### src/rtl/ctrl_pkg.sv
// Shared controller-frame definitions: button bit positions and the capture FSM states.
package ctrl_pkg;

  localparam int CTRL_RIGHT  = 0;
  localparam int CTRL_LEFT   = 1;
  localparam int CTRL_JUMP   = 2;
  localparam int CTRL_SQUAT  = 3;
  localparam int CTRL_ATTACK = 4;
  localparam int CTRL_DEFEND = 5;
  localparam int CTRL_SELECT = 6;
  localparam int CTRL_MARKER = 7;

  typedef enum logic [1:0] {
    IDLE,
    SETTLE,
    CAPTURE,
    UPDATE
  } ctrl_state_t;

  // Opposing directions pressed together cancel out rather than letting one side win.
  function automatic logic [6:0] resolve_dpad(input logic [6:0] btn);
    logic [6:0] res;
    res = btn;
    if (btn[CTRL_RIGHT] && btn[CTRL_LEFT]) begin
      res[CTRL_RIGHT] = 1'b0;
      res[CTRL_LEFT]  = 1'b0;
    end
    return res;
  endfunction

endpackage

### src/rtl/ctrl_frame_hold_sync_rise.sv
// Two-flop synchroniser for an asynchronous level plus a history flop that
// turns its synchronised rising edge into a single-cycle pulse.
module sync_rise (
  input  logic i_clk,
  input  logic i_rst,
  input  logic i_async,
  output logic o_rise
);

  logic s1;
  logic s2;
  logic s3;

  // NOTE: state registers use non-blocking assignments so every flop samples
  // the pre-edge value of its neighbour; blocking here would collapse the chain.
  always_ff @(posedge i_clk) begin
    if (i_rst) begin
      s1 <= 1'b0;
      s2 <= 1'b0;
      s3 <= 1'b0;
    end else begin
      s1 <= i_async;
      s2 <= s1;
      s3 <= s2;
    end
  end

  assign o_rise = s2 & ~s3;

endmodule

### src/rtl/ctrl_frame_hold.sv
// Captures controller bytes from the slow UART domain, validates the frame
// marker and presents held buttons, press pulses and link-loss to the core.
module ctrl_frame_hold
  import ctrl_pkg::*;
#(
  parameter int SETTLE_CYC  = 8,
  parameter int TIMEOUT_CYC = 10_800_000
) (
  input  logic       i_clk,
  input  logic       i_rst,
  input  logic [7:0] i_byte,
  input  logic       i_valid,
  output logic [6:0] o_held,
  output logic [6:0] o_press,
  output logic       o_link_lost,
  output logic [7:0] o_frame_cnt,
  output logic [7:0] o_drop_cnt
);

  localparam int SW = $clog2(SETTLE_CYC) + 1;
  localparam int TW = $clog2(TIMEOUT_CYC);
  localparam logic [SW-1:0] SETTLE_LAST  = SW'(SETTLE_CYC - 1);
  localparam logic [TW-1:0] TIMEOUT_LAST = TW'(TIMEOUT_CYC - 1);

  ctrl_state_t   state;
  logic [SW-1:0] settle_cnt;
  logic [TW-1:0] to_cnt;
  logic [7:0]    cap;
  logic [6:0]    frame_btn;
  logic          valid_rise;

  sync_rise u_sync_rise (
    .i_clk   (i_clk),
    .i_rst   (i_rst),
    .i_async (i_valid),
    .o_rise  (valid_rise)
  );

  assign frame_btn = resolve_dpad(cap[6:0]);

  always_ff @(posedge i_clk) begin
    if (i_rst) begin
      state       <= IDLE;
      settle_cnt  <= '0;
      to_cnt      <= '0;
      cap         <= '0;
      o_held      <= '0;
      o_press     <= '0;
      o_link_lost <= 1'b1;
      o_frame_cnt <= '0;
      o_drop_cnt  <= '0;
    end else begin
      o_press <= '0;

      if (!o_link_lost) begin
        if (to_cnt == TIMEOUT_LAST) begin
          o_held      <= '0;
          o_link_lost <= 1'b1;
          to_cnt      <= '0;
        end else begin
          to_cnt <= to_cnt + 1'b1;
        end
      end

      // An accepted frame is assigned after the timeout so it overrides a coincident release.
      case (state)
        IDLE: begin
          if (valid_rise) begin
            settle_cnt <= '0;
            state      <= SETTLE;
          end
        end
        SETTLE: begin
          if (settle_cnt == SETTLE_LAST) state <= CAPTURE;
          else                           settle_cnt <= settle_cnt + 1'b1;
        end
        CAPTURE: begin
          cap   <= i_byte;
          state <= UPDATE;
        end
        UPDATE: begin
          state <= IDLE;
          if (cap[CTRL_MARKER]) begin
            o_held      <= frame_btn;
            o_press     <= frame_btn & ~o_held;
            o_frame_cnt <= o_frame_cnt + 8'd1;
            to_cnt      <= '0;
            o_link_lost <= 1'b0;
          end else if (o_drop_cnt != 8'hFF) begin
            o_drop_cnt <= o_drop_cnt + 8'd1;
          end
        end
        default: state <= IDLE;
      endcase
    end
  end

endmodule
### config.mk
export PLATFORM = sky130hd
export DESIGN_NAME = ctrl_frame_hold
export DESIGN_NICKNAME = d
export VERILOG_FILES = /design/src/rtl/ctrl_pkg.sv /design/src/rtl/ctrl_frame_hold_sync_rise.sv /design/src/rtl/ctrl_frame_hold.sv
export SDC_FILE = /design/constraint.sdc
export NUM_CORES = 1
export LEC_CHECK = 0
export CELL_PAD_IN_SITES_DETAIL_PLACEMENT = 0
export CELL_PAD_IN_SITES_GLOBAL_PLACEMENT = 1
export CORE_MARGIN = 3
export CORE_UTILIZATION = 45
export DETAILED_ROUTE_END_ITERATION = 10
export PLACE_DENSITY = 0.94
export SYNTH_ARGS = -nofsm -noshare
export SYNTH_HDL_FRONTEND = slang
export SYNTH_SLANG_ARGS = --single-unit
### constraint.sdc
create_clock -name i_clk -period 2.7 [get_ports i_clk]
set_input_delay 0.54 -clock i_clk [delete_from_list [all_inputs] [get_ports i_clk]]
set_output_delay 0.54 -clock i_clk [all_outputs]
set_load 0.01 [all_outputs]
==> flow_summary.json <==
{
  "dieArea_mm2": 0.00809,
  "ant_nets": 0,
  "start_util": 0.483,
  "outcome": "finished, final reports clean",
  "fin_tns_setup_ns": 0,
  "io_buffers": 41,
  "io_pins": 42,
  "multiInputGateArea_mm2": 0.00162,
  "regArea_mm2": 0.00144,
  "clkLatencyLatePin_ns": 0.34,
  "ff2ff_path_depth": 7,
  "start_kind": "register",
  "clkTransAtPathRegs_ns": 0.08,
  "grt_pass1_vias": 2397,
  "end_kind": "register",
  "synth_fa_ha_area_frac": 0.0355,
  "synth_compound_area_frac": 0.0770,
  "synth_top_family_by_area": "simple AND/OR/NAND/NOR gates",
  "syn_avg_cell_area_um2": 9.13,
  "synth_area_leaders": "dfxtp_1 45%, nor2_1 6.8%, xor2_1 4.4%",
  "die_w_um": 89.9,
  "crit_type": "reg -> reg",
  "min_period_over_period": 0.722,
  "max_freq_ghz": 0.513,
  "hold_ws_ns": 0.457,
  "hold_viol_final": 0,
  "hold_path_class": "reg -> reg",
  "cts.sinks": 72,
  "synth_fp_nets": 367,
  "ctsHoldBuffers": 0,
  "grt_usage": 0.172,
  "fp.dieH_um": 89.9,
  "grt_overflow": 0,
  "synthMuxAreaShare": 0.0379,
  "ir_worst_vdd_mv": 0.207,
  "synth-simple-area-share": 0.274,
  "cts_resized": 0,
  "yosysWarnings": 0,
  "p_per_area_mw_per_mm2": 575,
  "vias": 2533,
  "place_inst": 469,
  "synth_top_area_share": 0.455,
  "yosysMostFrequentCell": "dfxtp_1",
  "antenna_found_initial": 0,
  "viasPerCell": 5.22,
  "min_period_ns": 1.95,
  "rsz0062_at_grt": "false",
  "first_pass_iters": 4,
  "leakage_nw": 1.36,
  "report.final.slew_viol_count": 0,
  "layout.cells.non_filler": 485,
  "grt_max_degree": 36,
  "h-tree-depth": 3,
  "synth-xor-area-share": 0.0857,
  "critical_path_arrival_ns": 2.14,
  "worst_slew_pin_slew_ns": 0.515,
  "synth_cell_types": 46,
  "cts_tree": "yes",
  "fin_nets": 407,
  "gp_congestion": 0.802,
  "ys_seq_area_frac": 0.455,
  "maxSlewHeadroom": 0.657,
  "synth-main-ff-cell": "dfxtp_1",
  "core-area_mm2": 0.00657,
  "synth-seq-cells": 72,
  "drt-total-wl_um": 6560,
  "num_rows": 29,
  "fill_cells": 564,
  "synthTopCellsByCount": "72 x dfxtp_1, 57 x nor2_1, 25 x nand2_1, 18 x nand3_1, 16 x xor2_1",
  "hold_depth": 1,
  "synth_edf_count": 0,
  "synth_area_mm2": 0.00317,
  "crit_fanout": 16,
  "maxCapViolCount": 0,
  "areaGrowthSynthToFinish_pct": 21.0,
  "async_flop_share": 0,
  "postCtsSetupRepairBufs": 0,
  "grt_pass1_wl_um": 11400,
  "dp_hpwl_um": 4710,
  "cts_buffer_depth": 2,
  "drc": 0,
  "synthCells": 347,
  "crit_required_ns": 2.89,
  "n_antenna_cell": 0,
  "drtIter0Drc": 127,
  "setup_viol": 0,
  "clock_skew_ns": 0.00726,
  "drive_above_1_share": 0.0663,
  "numCtsBuffers": 9,
  "cts_root_buffer": "clkbuf_8",
  "wl_per_cell_um": 13.5,
  "synth_top_cell_by_area": "dfxtp_1"
}
cells in the final DEF, fill, tap and decap left out, types with 6 or more instances in the layout:
cell,count
xnor2_1,15
ha_1,9
a21oi_1,15
nand3_1,18
nor2b_1,6
clkdlybuf4s50_1,41
nor2_1,57
dfxtp_1,72
clkbuf_8,11
nand4_1,11
inv_1,8
nand2_1,25
mux2i_1,12
o211ai_1,6
xor2_1,16
and3_1,8
registers in the layout, summed over array words and instances (netlist names):
name	cells
to_cnt	24
cap	8
o_drop_cnt	8
o_frame_cnt	8
o_held	7
o_press	7
settle_cnt	4
state	2
o_link_lost	1
u_sync_rise.s1	1
u_sync_rise.s2	1
u_sync_rise.s3	1
final timing paths:
check                 start  slack (ns)        endpoint
min          u_sync_rise.s2        0.46  u_sync_rise.s3
max reg2reg       to_cnt[0]        0.75       o_held[0]
min reg2reg  u_sync_rise.s2        0.46  u_sync_rise.s3
max               to_cnt[0]        0.75       o_held[0]
report_power, final:
part	total, mW	leakage (nW)	switching [mW]	internal [mW]
combinational	0.231	0.676	0.127	0.104
clock	0.850	0.103	0.374	0.475
sequential	1.13	0.581	0.0306	1.10
layout make-up:
type / instances / area share
timing repair buffer: 44 / 0.113
inverter: 8 / 0.00783
clock inverter: 3 / 0.0104
clock buffer: 13 / 0.0414
sequential: 72 / 0.376
multi-input combinational: 252 / 0.421
tap: 93 / 0.0303
per-layer routing:
metal | track usage | vias up | wire (um)
met3 | 0.0351 | 9 | 254
met4 | 0.0765 | 0 | 96
met1 | 0.232 | 1199 | 3150
li1 | - | 1274 | -
met2 | 0.268 | 51 | 3060
met5 | 0 | - | 0
worst max-delay path: stages, from the launching register on:
cell and delay [ns]:
dfxtp_1 0.40, ha_1 0.21, nand4_1 0.16, nor2_1 0.20, nand4_2 0.09, buf_4 0.21, o21ai_4 0.37, o32ai_1 0.16
cell families (layout without fill, tap and decap cells):
logic type                 Yosys count  after routing
buffers and inverters               23             68
xor gates and xnor gates            31             31
and+or+nand+nor                    163            163
AOI/OAI and AO/OA                   37             37
DFF                                 72             72
adders and majority gates            9              9
muxes                               12             12
through the flow:
step | total power, mW | setup slack [ns] | utilization | cell area [um2]
finish | 2.21 | 0.750 | 0.584 | 3840
detailed placement | 1.38 | 0.713 | 0.554 | 3640
CTS | 2.23 | 0.712 | 0.584 | 3840
floorplan | 1.32 | 1.15 | - | 3170
global route | 2.31 | 0.511 | 0.584 | 3840
global placement | 1.37 | 0.808 | 0.554 | 3640
Note: power is estimated with default switching activity, not from simulation.
